File: config.mk
export PLATFORM = sky130hd
export DESIGN_NAME = disp_scan_mux
export DESIGN_NICKNAME = d
export VERILOG_FILES = /design/src/rtl/disp_scan_mux.sv
export SDC_FILE = /design/constraint.sdc
export NUM_CORES = 1
export LEC_CHECK = 0
export ABC_CLOCK_PERIOD_IN_PS = 3700
export CORE_MARGIN = 10
export CORE_UTILIZATION = 30
export CTS_BUF_LIST = sky130_fd_sc_hd__clkbuf_16
export CTS_CLUSTER_DIAMETER = 30
export CTS_CLUSTER_SIZE = 12
export DETAILED_ROUTE_END_ITERATION = 10
export SYNTH_ARGS = -nofsm -noshare
export SYNTH_HDL_FRONTEND = slang
export SYNTH_SLANG_ARGS = --single-unit
export TNS_END_PERCENT = 100
File: constraint.sdc
create_clock -name myCLK -period 3.7 [get_ports myCLK]
set_clock_uncertainty 0.1 [all_clocks]
set_input_delay 0.555 -clock myCLK [delete_from_list [all_inputs] [get_ports myCLK]]
set_output_delay 0.555 -clock myCLK [all_outputs]
set_load 0.02 [all_outputs]
File: src/rtl/disp_scan_mux.sv
// disp_scan_mux: prescaled 7-segment anode scanner that shows one debug channel word per frame.
// Optional leading-zero blanking is built when DISP_LZB_EN is defined.
module disp_scan_mux #(
  parameter int NUM_DIGITS = 4,
  parameter int NUM_CH     = 4,
  parameter int SCAN_DIV   = 100000,
  parameter int SELW       = 2
) (
  input  logic                            myCLK,
  input  logic                            Reset,
  input  logic [SELW-1:0]                 SW,
  input  logic [NUM_CH*4*NUM_DIGITS-1:0]  ch_data,
  input  logic                            hold,
  output logic [NUM_DIGITS-1:0]           AN,
  output logic [6:0]                      SEG,
  output logic [3:0]                      store
);

  localparam int W  = 4 * NUM_DIGITS;
  localparam int PW = (SCAN_DIV > 1) ? $clog2(SCAN_DIV) : 1;
  localparam int IW = (NUM_DIGITS > 1) ? $clog2(NUM_DIGITS) : 1;
  localparam logic [PW-1:0] PRESC_MAX = PW'(SCAN_DIV - 1);
  localparam logic [IW-1:0] IDX_MAX   = IW'(NUM_DIGITS - 1);

  logic [PW-1:0]         r_presc;
  logic [IW-1:0]         r_idx;
  logic [W-1:0]          r_snap;
  logic                  r_active;
  logic [NUM_DIGITS-1:0] r_an;
  logic [6:0]            r_seg;
  logic [3:0]            r_store;

  logic                  w_tick;
  logic                  w_frame_start;
  logic [W-1:0]          w_ch [NUM_CH];
  logic [W-1:0]          w_sel_word;
  logic [3:0]            w_nib;
  logic [NUM_DIGITS-1:0] w_an_lit;
  logic                  w_blank;

  function automatic logic [6:0] hex7(input logic [3:0] n);
    logic [6:0] s;
    case (n)
      4'h0: s = 7'h40;
      4'h1: s = 7'h79;
      4'h2: s = 7'h24;
      4'h3: s = 7'h30;
      4'h4: s = 7'h19;
      4'h5: s = 7'h12;
      4'h6: s = 7'h02;
      4'h7: s = 7'h78;
      4'h8: s = 7'h00;
      4'h9: s = 7'h10;
      4'hA: s = 7'h08;
      4'hB: s = 7'h03;
      4'hC: s = 7'h46;
      4'hD: s = 7'h21;
      4'hE: s = 7'h06;
      default: s = 7'h0E;
    endcase
    return s;
  endfunction

  genvar gi;
  generate
    for (gi = 0; gi < NUM_CH; gi++) begin : g_ch
      assign w_ch[gi] = ch_data[gi*W +: W];
    end
  endgenerate

  // Out-of-range selects fall through to an all-zero word.
  always_comb begin
    w_sel_word = '0;
    for (int k = 0; k < NUM_CH; k++) begin
      if (SW == SELW'(k)) begin
        w_sel_word = w_ch[k];
      end
    end
  end

  assign w_tick        = (r_presc == PRESC_MAX);
  assign w_frame_start = w_tick && (r_idx == IDX_MAX);
  assign w_nib         = r_snap[4*r_idx +: 4];
  assign w_an_lit      = ~(NUM_DIGITS'(1) << r_idx);

`ifdef DISP_LZB_EN
  logic [NUM_DIGITS-1:0] w_upper_zero;
  generate
    for (gi = 0; gi < NUM_DIGITS; gi++) begin : g_lzb
      assign w_upper_zero[gi] = ~|r_snap[W-1:4*gi];
    end
  endgenerate
  assign w_blank = (r_idx != '0) && w_upper_zero[r_idx];
`else
  assign w_blank = 1'b0;
`endif

  always_ff @(posedge myCLK or posedge Reset) begin
    if (Reset) begin
      r_presc  <= '0;
      r_idx    <= IDX_MAX;
      r_snap   <= '0;
      r_active <= 1'b0;
    end else begin
      r_presc <= w_tick ? '0 : r_presc + 1'b1;
      if (w_tick) begin
        r_idx    <= (r_idx == IDX_MAX) ? '0 : r_idx + 1'b1;
        r_active <= 1'b1;
      end
      // Snapshot only at frame start so a frame never mixes two words.
      if (w_frame_start && !hold) begin
        r_snap <= w_sel_word;
      end
    end
  end

  always_ff @(posedge myCLK or posedge Reset) begin
    if (Reset) begin
      r_an    <= '1;
      r_seg   <= 7'h7F;
      r_store <= '0;
    end else begin
      r_store <= w_nib;
      r_an    <= (r_active && !w_blank) ? w_an_lit : '1;
      r_seg   <= (r_active && !w_blank) ? hex7(w_nib) : 7'h7F;
    end
  end

  assign AN    = r_an;
  assign SEG   = r_seg;
  assign store = r_store;

endmodule

==> out/qor.yml, run 1 <==
floorplan:
  rows: 34
  start_util_pct: 31.14
  fp.dieW_microns: 115.8
  io_pins: 84
  die_y_microns: 115.8
  die_area_sq_mm: 0.01342
  core_sq_mm: 0.008848
power_and_ir_drop:
  power_density_mw_per_mm2: 291.3
  switching_share_pct: 19.51
  pwr-share-comb_pct: 11.0
  p_leak_nw: 1.556
  intPower_uw: 892.7
  seqPwrFrac_pct: 50.3
  switchingPower_uw: 216.4
  finalPower_mw: 1.109
  clockPowerShare_pct: 38.6
  ir_drop_mv: 0.1526
clock_network:
  root_buffer: "clkbuf_16"
  cts_hold_buf: 0
  worstSkewPairLatency_ns: 0.28
  cts-resized-gates: 0
  htreeDepth: 2
  cts_buffers: 5
  clock-sinks: 51
  cts.clk_slew.worst_paths_ns: 0.06
  cts_setup_buffers: 0
  clockBufferDepth: 2
  cts_tree: "built"
global_route:
  grt_max_degree: 52
  grt_overflow: 0
  grt_pass1_wl_mm: 10.64
  grt_antenna_before_repair: 0
  grt_pass1_vias: 2153
  grtUsageTotal_pct: 9.757
place:
  dpl_cell_area_sq_mm: 0.003670
  dpl.hpwl_mm: 4.941
  gp_congestion: 0.7876
  place_inst: 387
  portBuffers: 83
  pre_cts_slack_ns: 1.245
finish:
  diodes: 0
  drive_above_1_share_pct: 22.30
  layoutNonFillerInstCount: 395
  fin_util_pct: 43.03
  area_growth_pct: 38.19
  nNetsFinal: 366
  finalInstanceArea_sq_mm: 0.003807
worst_setup_path:
  r2r_cells: 5
  cp_slowest_cell: "dfstp_2"
  path_buf_inv: 1
  rrSetupSlack_ns: 1.43
  worstSetupPathType: "reg -> reg"
  r2r_end: "SEG[3]$_DFF_PP1_"
  crit_path_max_fanout: 8
  worstPathRequired_ns: 3.80
  crit_chain: "mux4_2 -> inv_1 -> ha_1 -> o211a_1 -> o21ai_0"
  rr_startpoint: "r_idx[1]$_DFFE_PP1N_"
  end_kind: "flip-flop"
  cp_slowest_stage_delay_ns: 0.64
  arrival_ns: 2.38
  crit_path_end: "SEG[3]$_DFF_PP1_"
  startpoint: "r_idx[1]$_DFFE_PP1N_"
  worst-path-stages: 5
  worstSetupStartpointType: "flip-flop"
  worst_path_dominant_cell_family: "flip-flops"
synthesis:
  yosysTopAreaCellShare_pct: 34.51
  synth_top_area_cell: "dfrtp_1"
  syn_avg_cell_area_sq_um: 13.37
  synth-main-ff-cell: "dfrtp_1"
  synth_area_leaders: "dfrtp_1 35%, mux4_2 16%, dfstp_2 12%"
  synth_cell_types: 41
  ys_async_sr_fraction_pct: 100.0
  seq_area_frac_synth_pct: 46.91
  yosys_warnings: 0
  syn-cell-area_sq_mm: 0.002755
  synth_edf_count: 0
  syn_nets: 286
  synth_cells: 206
  ys_ff_latch: 51
sta:
  hold_viol: 0
  slew_violations: 0
  period_minus_slack_ns: 2.275
  max_freq_ghz: 0.4396
  period_share_pct: 61.48
  whs_ns: 0.3780
  fin_tns_setup_ns: 0
  slew_headroom_pct: 32.79
  worstMarginPinSlew_ns: 1.007
  rsz0062_at_grt: "no"
  finalWorstSetupSlack_ns: 1.425
  setup_viol: 0
route:
  drc: 0
  dr.pass1.iters: 4
  viasPerCell: 4.805
  num_vias: 1898
  wl_per_cell_microns: 15.59
  drt.antenna.violating_nets: 0
  drt_iter0_markers: 76
  totalWireLength_mm: 6.157
outcome:
  status: "finished clean"
hold_path:
  hp-class: "reg -> reg"
  min_delay_path_depth: 1
job:
  cap_violations: 0
[power groups by stage]
stage          Combinational, mW  Sequential, mW  Clock, mW
2_1_floorplan             0.0456           0.568          0
6_report                   0.122           0.558      0.429
3_3_place_gp               0.125           0.568          0
5_1_grt                    0.134           0.558      0.471
4_1_cts                    0.125           0.558      0.450
3_5_place_dp               0.125           0.568          0
[worst reg2reg max path, cell delays in order, from the launching register on]
cell and delay (ns):
dfstp_2 0.64, mux4_2 0.62, inv_1 0.17, ha_1 0.26
o211a_1 0.23, o21ai_0 0.17
[registers in the layout, indices dropped and copies added (netlist names)]
register	cells
SEG	7
r_idx	2
AN	4
store	4
r_snap	16
r_active	1
r_presc	17
[how the worst min path moves through the flow]
stage | slack (ns) | from | endpoint
2_1_floorplan | 0.35 | r_presc[0]$_DFF_PP0_ | r_presc[0]$_DFF_PP0_
3_3_place_gp | 0.38 | r_presc[0]$_DFF_PP0_ | r_presc[0]$_DFF_PP0_
3_5_place_dp | 0.37 | r_presc[0]$_DFF_PP0_ | r_presc[0]$_DFF_PP0_
4_1_cts | 0.38 | r_presc[0]$_DFF_PP0_ | r_presc[0]$_DFF_PP0_
5_1_grt | 0.41 | r_presc[0]$_DFF_PP0_ | r_presc[0]$_DFF_PP0_
6_report | 0.38 | r_presc[0]$_DFF_PP0_ | r_presc[0]$_DFF_PP0_
[cells in the mapped netlist, types with 5 or more instances]
| master | number |
|---|---|
| nor2_1 | 11 |
| nand3_1 | 9 |
| buf_2 | 5 |
| xor2_1 | 8 |
| ha_1 | 11 |
| mux4_2 | 20 |
| mux2_2 | 16 |
| nand4_1 | 5 |
| nand2_1 | 10 |
| inv_1 | 7 |
| dfrtp_1 | 38 |
| dfstp_2 | 13 |
| xnor2_1 | 6 |
[cell type report]
class                           count  area (sq um)
Tap cell                          108         135.1
Inverter                            7         26.28
Multi-Input combinational cell    136          1370
Timing Repair Buffer               85         845.8
Clock buffer                        5         125.1
Fill cell                         833          5041
Sequential cell                    51          1292
Clock inverter                      3         12.51
[layout by cell type, fill, tap and decap left out, types with 2 or more instances in the layout]
cell type and count:
clkdlybuf4s50_1 83, dfrtp_1 38, mux4_2 20, mux2_2 16, dfstp_2 13, nor2_1 11, ha_1 11, nand2_1 10
nand3_1 9, inv_1 8, xor2_1 8, xnor2_1 6, nand4_1 5, clkbuf_16 5, and4_1 4, a21oi_1 4
o211ai_1 4, nor2b_1 3, o21ai_0 3, nor3_1 2, and3_1 2, buf_4 2
[layer usage]
layer	wire length, microns	vias up	global-route usage, %
met5	0	-	0
met4	42	0	3.003
met3	572	2	4.238
met2	2964	63	15.93
met1	2578	916	11.37
li1	-	917	-
[logic make-up (layout without fill, tap and decap cells)]
group                    after synthesis  count (layout)  synth area share [%]
AND/OR/NAND/NOR                       55              55                 12.22
flip-flops                            51              51                 46.91
multiplexers                          38              38                 23.66
buffers and inverters                 19             100                 3.360
AO/OA/AOI/OAI                         18              18                 4.406
XOR/XNOR                              14              14                 4.451
adder cells (fa/ha/maj)               11              11                 4.995
No activity file was read; power rests on OpenSTA's default activity.
==> run 2: changes to the inputs <==
--- a/config.mk
+++ b/config.mk
@@ -5,7 +5,7 @@
 export SDC_FILE = /design/constraint.sdc
 export NUM_CORES = 1
 export LEC_CHECK = 0
-export ABC_CLOCK_PERIOD_IN_PS = 3700
+export ABC_CLOCK_PERIOD_IN_PS = 2130
 export CORE_MARGIN = 10
 export CORE_UTILIZATION = 30
 export CTS_BUF_LIST = sky130_fd_sc_hd__clkbuf_16
==> constraint.sdc (replaced) <==
create_clock -name myCLK -period 2.13 [get_ports myCLK]
set_clock_uncertainty 0.1 [all_clocks]
set_input_delay 0.3195 -clock myCLK [delete_from_list [all_inputs] [get_ports myCLK]]
set_output_delay 0.3195 -clock myCLK [all_outputs]
set_load 0.02 [all_outputs]
==> out/qor.yml, run 2 (synthesized netlist as in run 1, its figures left out) <==
outcome:
  status: "finished clean"  # unchanged
clock_network:
  cts.clk_slew.worst_paths_ns: 0.06  # about the same
  clock-sinks: 51  # unchanged
  worstSkewPairLatency_ns: 0.29  # was 0.28 ns
  cts_tree: "built"  # unchanged
  htreeDepth: 2  # unchanged
  clockBufferDepth: 2  # unchanged
  root_buffer: "clkbuf_16"  # unchanged
  cts_buffers: 5  # unchanged
worst_setup_path:
  cp_slowest_cell: "mux4_2"  # was dfstp_2
  r2r_end: "SEG[3]$_DFF_PP1_"  # unchanged
  rrSetupSlack_ns: 0.03  # was 1.43 ns
  r2r_cells: 5  # unchanged
  worstSetupStartpointType: "flip-flop"  # unchanged
  path_buf_inv: 0  # was 1
  worstSetupPathType: "reg -> reg"  # unchanged
  cp_slowest_stage_delay_ns: 0.59  # was 0.64 ns
  rr_startpoint: "r_idx[1]$_DFFE_PP1N_"  # unchanged
  worstPathRequired_ns: 2.23  # was 3.80 ns
  end_kind: "flip-flop"  # unchanged
  arrival_ns: 2.20  # was 2.38 ns
  crit_chain: "mux4_2 -> ha_2 -> nor2b_1 -> a211oi_1 -> o21ai_0"  # was mux4_2 -> inv_1 -> ha_1 -> o211a_1 -> o21ai_0
  crit_path_max_fanout: 6  # was 8
  worst_path_dominant_cell_family: "multiplexers"  # was flip-flops
floorplan:
  die_y_microns: 115.8  # unchanged
  rows: 34  # unchanged
  fp.dieW_microns: 115.8  # unchanged
  io_pins: 84  # unchanged
  start_util_pct: 31.14  # unchanged
  core_sq_mm: 0.008848  # unchanged
  die_area_sq_mm: 0.01342  # unchanged
finish:
  top_register: "r_presc"  # unchanged
  drive_above_1_share_pct: 28.85  # was 22.30%
  diodes: 0  # unchanged
  area_growth_pct: 46.73  # was 38.19%
  largest_reg_flops: 17  # unchanged
  n_fill_cell: 815  # was 833
  nNetsFinal: 384  # was 366
  final_cell_mix: "83 x clkdlybuf4s50_1, 38 x dfrtp_1, 20 x mux4_2"  # unchanged
  final_common_cell: "clkdlybuf4s50_1"  # unchanged
global_route:
  grtUsageTotal_pct: 9.957  # was 9.757%
  grt_antenna_before_repair: 0  # unchanged
  grt_overflow: 0  # unchanged
  grt_pass1_vias: 2176  # was 2153
  grt_max_degree: 21  # was 52
  grt_pass1_wl_mm: 10.71  # was 10.64 mm
place:
  pre_cts_slack_ns: 0.03863  # was 1.245 ns
  gp_congestion: 0.8066  # was 0.7876
  dpl.hpwl_mm: 5.168  # was 4.941 mm
  portBuffers: 83  # unchanged
power_and_ir_drop:
  intPower_mw: 1.683  # was 892.7 uW
  pwr-share-comb_pct: 10.9  # was 11.0%
  clockPowerShare_pct: 42.5  # was 38.6%
  switching_share_pct: 19.03  # was 19.51%
  switchingPower_uw: 395.6  # was 216.4 uW
  seqPwrFrac_pct: 46.6  # was 50.3%
  p_leak_nw: 1.669  # was 1.556 nW
  power_density_mw_per_mm2: 514.2  # was 291.3 mW/mm^2
  ir_drop_mv: 0.3529  # was 0.1526 mV
route:
  drt_iter0_markers: 80  # was 76
  viasPerCell: 4.826  # was 4.805
  wl_per_cell_microns: 15.98  # was 15.59 microns
  dr.pass1.iters: 4  # unchanged
  drt.antenna.violating_nets: 0  # unchanged
  drc: 0  # unchanged
  num_vias: 1993  # was 1898
  totalWireLength_mm: 6.600  # was 6.157 mm
sta:
  worstMarginPinSlew_ns: 0.3511  # was 1.007 ns
  slew_violations: 0  # unchanged
  whs_ns: 0.1614  # was 0.3780 ns
  period_minus_slack_ns: 2.100  # was 2.275 ns
  max_freq_ghz: 0.4761  # was 0.4396 GHz
  period_share_pct: 98.60  # was 61.48%
  hold_viol: 0  # unchanged
  finalWorstSetupSlack_ns: 0.02974  # was 1.425 ns
  setup_viol: 0  # unchanged
  slew_headroom_pct: 76.59  # was 32.79%
hold_path:
  hp-class: "in -> async"  # was reg -> reg
job:
  cap_violations: 0  # unchanged
[run 2: changes by cell type in the layout (fill, tap and decap cells not counted), sizes merged]
cell    delta
buf       +17
inv        -2
bufinv     +1
clkbuf     +1
clkinv     +1
[run 2: final cells by class]
type	instances	area [sq um]	area share [%]
clock buffers	5	125.1	3.095
well taps	108	135.1	3.343
flip-flops and latches	51	1292	31.97
inverters	7	26.28	0.6500
clock inverters	3	38.79	0.9595
multi-input cells	136	1389	34.35
repair buffers	103	1036	25.63
[run 2: worst max-delay path by stage]
stage                              to  slack [ns]  depth (start not counted)            startpoint
6_report             SEG[3]$_DFF_PP1_        0.03                          5  r_idx[1]$_DFFE_PP1N_
3_3_place_gp         SEG[3]$_DFF_PP1_        0.03                          5  r_idx[1]$_DFFE_PP1N_
2_1_floorplan  r_snap[15]$_DFFE_PP0P_        0.02                          7  r_presc[0]$_DFF_PP0_
3_5_place_dp         SEG[3]$_DFF_PP1_        0.04                          5  r_idx[1]$_DFFE_PP1N_
5_1_grt              SEG[3]$_DFF_PP1_       -0.07                          5  r_idx[1]$_DFFE_PP1N_
4_1_cts              SEG[3]$_DFF_PP1_        0.02                          5  r_idx[1]$_DFFE_PP1N_
[run 2: power by group through the flow]
stage / Combinational [mW] / Clock, mW / Sequential (mW)
after floorplan: 0.0793 / 0 / 0.987
after global placement: 0.228 / 0 / 0.987
after detailed placement: 0.232 / 0 / 0.987
after CTS: 0.233 / 0.904 / 0.969
after global routing: 0.246 / 0.943 / 0.969
final: 0.226 / 0.883 / 0.970
[run 2: per-layer routing]
metal	routed length, microns	track usage [%]
met1	2830	11.76
met2	3116	15.89
met3	565	4.134
met4	87	3.753
met5	0	0
[run 2: per-stage QoR]
stage	area, sq um	cells	util, %	setup TNS (ns)	power (mW)
finish	4043	413	45.69	0	2.079
global route	4043	413	45.69	-0.1236	2.157
CTS	3969	408	44.85	0	2.106
detailed placement	3805	400	43.00	0	1.219
global placement	3805	400	43.00	0	1.215
floorplan	2758	206	-	0	1.066
[run 2: what timing repair did]
item                                    4_1_cts  5_1_grt
hold buffers                                  0        0
endpoints found under the hold margin         0        0
setup buffers                                 0        4
endpoints found under the setup margin        0       15
resized for setup                             0        8
